<file path="config.mk">
export PLATFORM = sky130hd
export DESIGN_NAME = monitor_verdict_serializer
export DESIGN_NICKNAME = d
export VERILOG_FILES = /design/src/rtl/verdict_ser_pkg.sv /design/src/rtl/monitor_verdict_serializer_snapshot_fifo.sv /design/src/rtl/monitor_verdict_serializer.sv
export SDC_FILE = /design/constraint.sdc
export NUM_CORES = 2
export LEC_CHECK = 0
export CAP_MARGIN = 10
export CORE_UTILIZATION = 38
export CTS_CLUSTER_SIZE = 16
export DETAILED_ROUTE_END_ITERATION = 10
export PLACE_DENSITY = 0.53
export REMOVE_ABC_BUFFERS = 1
export SYNTH_ARGS = -nofsm -noshare
export SYNTH_HDL_FRONTEND = slang
export SYNTH_SLANG_ARGS = --single-unit
</file>
<file path="constraint.sdc">
create_clock -name clk -period 135.2 [get_ports clk]
set_input_delay 20.28 -clock clk [delete_from_list [all_inputs] [get_ports clk]]
set_output_delay 20.28 -clock clk [all_outputs]
set_load 0.02 [all_outputs]
</file>
<file path="src/rtl/verdict_ser_pkg.sv">
// Shared types and helpers for the monitor verdict serializer.
package verdict_ser_pkg;

  typedef enum logic [0:0] {StIdle, StEmit} state_e;

  localparam int unsigned DEF_NUM_OUTPUTS = 10;
  localparam int unsigned DEF_DATA_W      = 64;
  localparam int unsigned DEF_TS_W        = 32;

  localparam int unsigned IDX_W  = $clog2(DEF_NUM_OUTPUTS);
  localparam int unsigned SNAP_W = DEF_TS_W + DEF_NUM_OUTPUTS + DEF_NUM_OUTPUTS * DEF_DATA_W;
  localparam int unsigned DROP_W = 16;

  // Widest activity mask lowest_set can scan; callers zero-extend narrower masks.
  localparam int unsigned MAX_OUTPUTS = 64;

  function automatic int unsigned lowest_set(input logic [MAX_OUTPUTS-1:0] mask);
    lowest_set = 0;
    for (int i = MAX_OUTPUTS - 1; i >= 0; i--) begin
      if (mask[i]) lowest_set = unsigned'(i);
    end
  endfunction

endpackage

</file>
<file path="src/rtl/monitor_verdict_serializer_snapshot_fifo.sv">
// Snapshot FIFO; a push and a pop on the same edge both succeed even when full.
module snapshot_fifo #(
  parameter int unsigned Width = 8,
  parameter int unsigned Depth = 4
) (
  input  logic             clk,
  input  logic             rst,
  input  logic             push,
  input  logic             pop,
  input  logic [Width-1:0] din,
  output logic             full,
  output logic             empty,
  output logic [Width-1:0] head
);

  localparam int unsigned AddrW = $clog2(Depth);
  localparam int unsigned PtrW  = AddrW + 1;

  logic [Width-1:0] mem_q [Depth];
  logic [PtrW-1:0]  wr_ptr_q, rd_ptr_q;
  logic             wr_en, rd_en;

  assign empty = (wr_ptr_q == rd_ptr_q);
  assign full  = (wr_ptr_q[AddrW-1:0] == rd_ptr_q[AddrW-1:0]) &&
                 (wr_ptr_q[AddrW] != rd_ptr_q[AddrW]);
  assign head  = mem_q[rd_ptr_q[AddrW-1:0]];

  assign wr_en = push & (~full | pop);
  assign rd_en = pop & ~empty;

  always_ff @(posedge clk) begin
    if (!rst) begin
      wr_ptr_q <= '0;
      rd_ptr_q <= '0;
    end else begin
      if (wr_en) wr_ptr_q <= wr_ptr_q + PtrW'(1);
      if (rd_en) rd_ptr_q <= rd_ptr_q + PtrW'(1);
    end
  end

  // Storage needs no reset: the pointers alone define what is valid.
  always_ff @(posedge clk) begin
    if (wr_en) mem_q[wr_ptr_q[AddrW-1:0]] <= din;
  end

endmodule

</file>
<file path="src/rtl/monitor_verdict_serializer.sv">
// Captures active monitor outputs as timestamped snapshots and drains them as per-output records.
module monitor_verdict_serializer
  import verdict_ser_pkg::*;
#(
  parameter int unsigned NUM_OUTPUTS = 10,
  parameter int unsigned DATA_W      = 64,
  parameter int unsigned TS_W        = 32,
  parameter int unsigned DEPTH       = 4
) (
  input  logic                          clk,
  input  logic                          rst,
  input  logic                          en,
  input  logic [NUM_OUTPUTS*DATA_W-1:0] out_data,
  input  logic [NUM_OUTPUTS-1:0]        out_aktv,
  output logic                          m_valid,
  input  logic                          m_ready,
  output logic [TS_W-1:0]               m_ts,
  output logic [$clog2(NUM_OUTPUTS)-1:0] m_idx,
  output logic [DATA_W-1:0]             m_data,
  output logic                          m_last,
  output logic                          overflow,
  output logic [DROP_W-1:0]             drop_cnt
);

  localparam int unsigned IdxW  = $clog2(NUM_OUTPUTS);
  localparam int unsigned SnapW = TS_W + NUM_OUTPUTS + NUM_OUTPUTS * DATA_W;

  state_e                        state_q, state_d;
  logic [TS_W-1:0]               ts_q;
  logic [TS_W-1:0]               wts_q, wts_d;
  logic [NUM_OUTPUTS-1:0]        wmask_q, wmask_d;
  logic [NUM_OUTPUTS*DATA_W-1:0] wdata_q, wdata_d;
  logic                          overflow_q;
  logic [DROP_W-1:0]             drop_q;

  logic             fifo_push, fifo_pop, fifo_full, fifo_empty;
  logic [SnapW-1:0] fifo_head, snap_in;
  logic             capture, drop;
  logic             emitting, cur_last;
  logic [IdxW-1:0]  cur_idx;
  logic [DATA_W-1:0] cur_data;

  assign snap_in   = {ts_q, out_aktv, out_data};
  assign capture   = en & (|out_aktv);
  assign fifo_push = capture & (~fifo_full | fifo_pop);
  assign drop      = capture & fifo_full & ~fifo_pop;

  snapshot_fifo #(
    .Width (SnapW),
    .Depth (DEPTH)
  ) u_fifo (
    .clk   (clk),
    .rst   (rst),
    .push  (fifo_push),
    .pop   (fifo_pop),
    .din   (snap_in),
    .full  (fifo_full),
    .empty (fifo_empty),
    .head  (fifo_head)
  );

  assign emitting = (state_q == StEmit);
  assign cur_idx  = IdxW'(lowest_set(MAX_OUTPUTS'(wmask_q)));
  assign cur_data = wdata_q[cur_idx*DATA_W +: DATA_W];
  assign cur_last = (wmask_q != '0) && ((wmask_q & (wmask_q - NUM_OUTPUTS'(1))) == '0);

  // Outputs are zero outside EMIT so idle values match the reset values.
  assign m_valid  = emitting;
  assign m_ts     = emitting ? wts_q : '0;
  assign m_idx    = emitting ? cur_idx : '0;
  assign m_data   = emitting ? cur_data : '0;
  assign m_last   = emitting & cur_last;
  assign overflow = overflow_q;
  assign drop_cnt = drop_q;

  always_comb begin
    state_d  = state_q;
    wts_d    = wts_q;
    wmask_d  = wmask_q;
    wdata_d  = wdata_q;
    fifo_pop = 1'b0;
    unique case (state_q)
      StIdle: begin
        if (!fifo_empty) begin
          fifo_pop = 1'b1;
          state_d  = StEmit;
        end
      end
      StEmit: begin
        if (m_ready) begin
          wmask_d = wmask_q & ~(NUM_OUTPUTS'(1) << cur_idx);
          // Chain straight into the next snapshot to avoid an idle bubble.
          if (cur_last) begin
            if (!fifo_empty) fifo_pop = 1'b1;
            else             state_d  = StIdle;
          end
        end
      end
    endcase
    if (fifo_pop) {wts_d, wmask_d, wdata_d} = fifo_head;
  end

  always_ff @(posedge clk) begin
    if (!rst) begin
      state_q    <= StIdle;
      ts_q       <= '0;
      wts_q      <= '0;
      wmask_q    <= '0;
      wdata_q    <= '0;
      overflow_q <= 1'b0;
      drop_q     <= '0;
    end else begin
      state_q <= state_d;
      wts_q   <= wts_d;
      wmask_q <= wmask_d;
      wdata_q <= wdata_d;
      if (en) ts_q <= ts_q + TS_W'(1);
      if (drop) begin
        overflow_q <= 1'b1;
        if (drop_q != {DROP_W{1'b1}}) drop_q <= drop_q + DROP_W'(1);
      end
    end
  end

endmodule
</file>
==> impl_metrics.tcl <==
set metrics [dict create \
    worstPathMaxFanout 63 \
    grt_pass1_wl_um 496000 \
    async_reset_ff_share_pct 0 \
    p_leak_nw 49.2 \
    max_cap_violations 0 \
    synth.yosys.seq_area_share_pct 74.7 \
    die_h_um 586 \
    clock_sinks 3468 \
    finalSetupTns_ns 0 \
    power.switching_mw 1.23 \
    post_cts_resized 0 \
    syn_area_sq_mm 0.130 \
    num_vias 71139 \
    synth-main-ff-cell "edfxtp_1" \
    grt_max_degree 155 \
    io_buffers 772 \
    drt_iter0_drc 5419 \
    slew_violations 0 \
    yosys.cell_types.count 66 \
    drtPass1Iterations 5 \
    ctsHtreeMaxLevel 5 \
    syn_inst 7738 \
    cp_data_required_time_ns 135.75 \
    antenna_found_initial 116 \
    avgSynthCellArea_sq_um 16.7 \
    period_share_pct 19.8 \
    arrival_ns 27.32 \
    synth_edf_count 2728 \
    clkLatencyLatePin_ns 0.93 \
    cts_buffers 373 \
    rows 214 \
    hold_buffers 0 \
    layout_commonest_cell "edfxtp_1" \
    p_seq_share_pct 38.9 \
    ys_ff_latch 3468 \
    grt_pass1_vias 72297 \
    min_path_type "reg2reg" \
    finalNonFillerCells 13411 \
    dp.cells 12667 \
    wl_per_cell_um 25.7 \
    path_class "in2reg" \
    rsz0062_at_grt "no" \
    fin_skew_ns 0.0370 \
    status "finished, final reports clean" \
    syn2layout_area_growth_pct 19.0 \
    io_pins 773 \
    reg2reg_slack_ns 127.43 \
    fp.dieW_um 586 \
    p_clk_share_pct 28.9 \
    hpwlAfterDp_um 195000 \
    place_congestion 0.747 \
    grt-ovfl-total 0 \
    nNetsFinal 9167 \
    routed_via_density 5.30 \
    initial_utilization_pct 38.2 \
    multi_input_area_sq_mm 0.0304 \
    netSwitchingFraction_pct 35.1 \
    register_area_sq_mm 0.0967 \
    cts.clk_slew.worst_paths_ns 0.06 \
    setup_viol 0 \
    slew_headroom_pct 21.7 \
    cts_tree "built" \
    layout_common_cells "2,728 x edfxtp_1, 1,615 x nand2_1, 772 x clkdlybuf4s50_1" \
    ant_nets 0 \
    rr_worst_depth 11 \
    hold_viol_final 0 \
    grt_util_all_layers_pct 19.7 \
    fillers 29734 \
    drive_gt1_share_pct 15.9 \
    root_buffer "clkbuf_16" \
    power.internal_mw 2.29 \
    fp.coreArea_sq_mm 0.340 \
    layout_min_cycle_time_ns 26.76 \
    worst_pin_slew_ns 1.17 \
    drcViolationCount 0 \
    combPwrFrac_pct 32.2 \
    max_freq_mhz 37.4 \
    cp-end-kind "flop" \
    vdd_ir_drop_max_v 0.0000280 \
    cts.path.max_buffers 4 \
    p_per_area_mw_per_mm2 22.8 \
    crit_path_start_kind "input pin" \
    die-area_sq_mm 0.343 \
    min_path_cells 2 \
    drt-total-wl_um 344000 \
    synth_warnings 0 \
    postCtsSetupBuffers 0 \
]
[power groups by stage]
stage	Clock, mW	Combinational, mW	Sequential (mW)
global placement	0	1.15	1.39
CTS	1.04	1.16	1.37
finish	1.02	1.13	1.37
global route	1.08	1.22	1.39
detailed placement	0	1.16	1.39
floorplan	0	1.10	1.46
[registers in the layout, summed over array words and instances (netlist names), named ones only]
register and cells:
u_fifo.rd_ptr_q 3, wdata_q 640, ts_q 32, m_valid 1, wmask_q 10, drop_cnt 16, wts_q 32, overflow 1
u_fifo.mem_q 2728, u_fifo.wr_ptr_q 3
[Yosys cell counts, types with 4 or more instances]
cell type / number / share of area [%]
nor2_1: 46 / 0.13
xor2_1: 15 / 0.10
a22oi_1: 65 / 0.38
o221ai_1: 64 / 0.43
mux2i_1: 7 / 0.054
o21ai_0: 81 / 0.31
buf_4: 16 / 0.093
or3_1: 15 / 0.072
a21oi_2: 18 / 0.12
ha_1: 7 / 0.068
nand2_1: 1616 / 4.7
o22a_1: 64 / 0.43
dfxtp_1: 740 / 11
nor3_1: 5 / 0.019
nand2b_1: 5 / 0.024
buf_1: 14 / 0.041
a21oi_1: 676 / 2.6
mux4_2: 682 / 12
inv_1: 14 / 0.041
and2_1: 42 / 0.20
and4_1: 9 / 0.061
nand4_1: 18 / 0.087
and3_1: 15 / 0.072
buf_2: 114 / 0.44
clkbuf_1: 300 / 0.87
a31oi_1: 5 / 0.024
buf_6: 49 / 0.43
nand2_2: 17 / 0.082
and4b_1: 64 / 0.49
edfxtp_1: 2728 / 63
or4_1: 4 / 0.023
nand3_1: 155 / 0.60
xnor2_1: 20 / 0.14
[cell type report]
| class | count | share of cell area [%] |
|---|---|---|
| multi-input combinational | 3757 | 19.7 |
| inverter | 15 | 0.0414 |
| sequential | 3468 | 62.7 |
| tap | 4536 | 3.68 |
| clock buffer | 544 | 6.90 |
| timing repair buffer | 891 | 5.74 |
| antenna | 46 | 0.0746 |
| clock inverter | 154 | 1.10 |
[worst max-delay path: stages]
cell and delay, ns:
clkdlybuf4s50_1 0.64, inv_1 0.13, a31oi_1 0.39, inv_1 0.09, a31oi_1 0.43, and2_4 0.97
buf_4 0.88, buf_4 0.87, buf_4 0.81, buf_4 0.79, buf_4 0.81
[metrics by stage]
step | instance area (sq um) | worst slack (ns) | hold WS (ns) | util [%] | power (mW)
detailed placement | 142000 | 107.23 | 0.444 | 41.8 | 2.55
floorplan | 127000 | 75.43 | 0.432 | - | 2.55
finish | 154000 | 108.44 | 0.450 | 45.4 | 3.52
CTS | 154000 | 108.24 | 0.452 | 45.4 | 3.57
global route | 154000 | 107.92 | 0.465 | 45.4 | 3.69
global placement | 142000 | 107.20 | 0.439 | 41.8 | 2.53
[cell families after synthesis]
family	synth area share [%]
xor+xnor	0.237
fa+ha+maj	0.0763
flops	74.7
buf+inv	1.98
compound gates	4.51
mux	11.9
simple gates	6.63
[layer usage]
metal | part of all wire (%) | up-vias | track usage [%]
met5 | 0.13 | - | 0
met3 | 6.7 | 605 | 3.86
li1 | - | 31331 | -
met2 | 48 | 2017 | 31.7
met1 | 43 | 37116 | 26.9
met4 | 2.7 | 70 | 6.12
[path summary, 6_finish.rpt]
path                    from                   end
setup / recovery          en  u_fifo.mem_q[0][514]
setup reg to reg  wmask_q[0]  u_fifo.mem_q[0][514]
hold reg to reg    wts_q[20]             wts_q[20]
hold / removal     wts_q[20]             wts_q[20]
No activity file was read; power rests on OpenSTA's default activity.
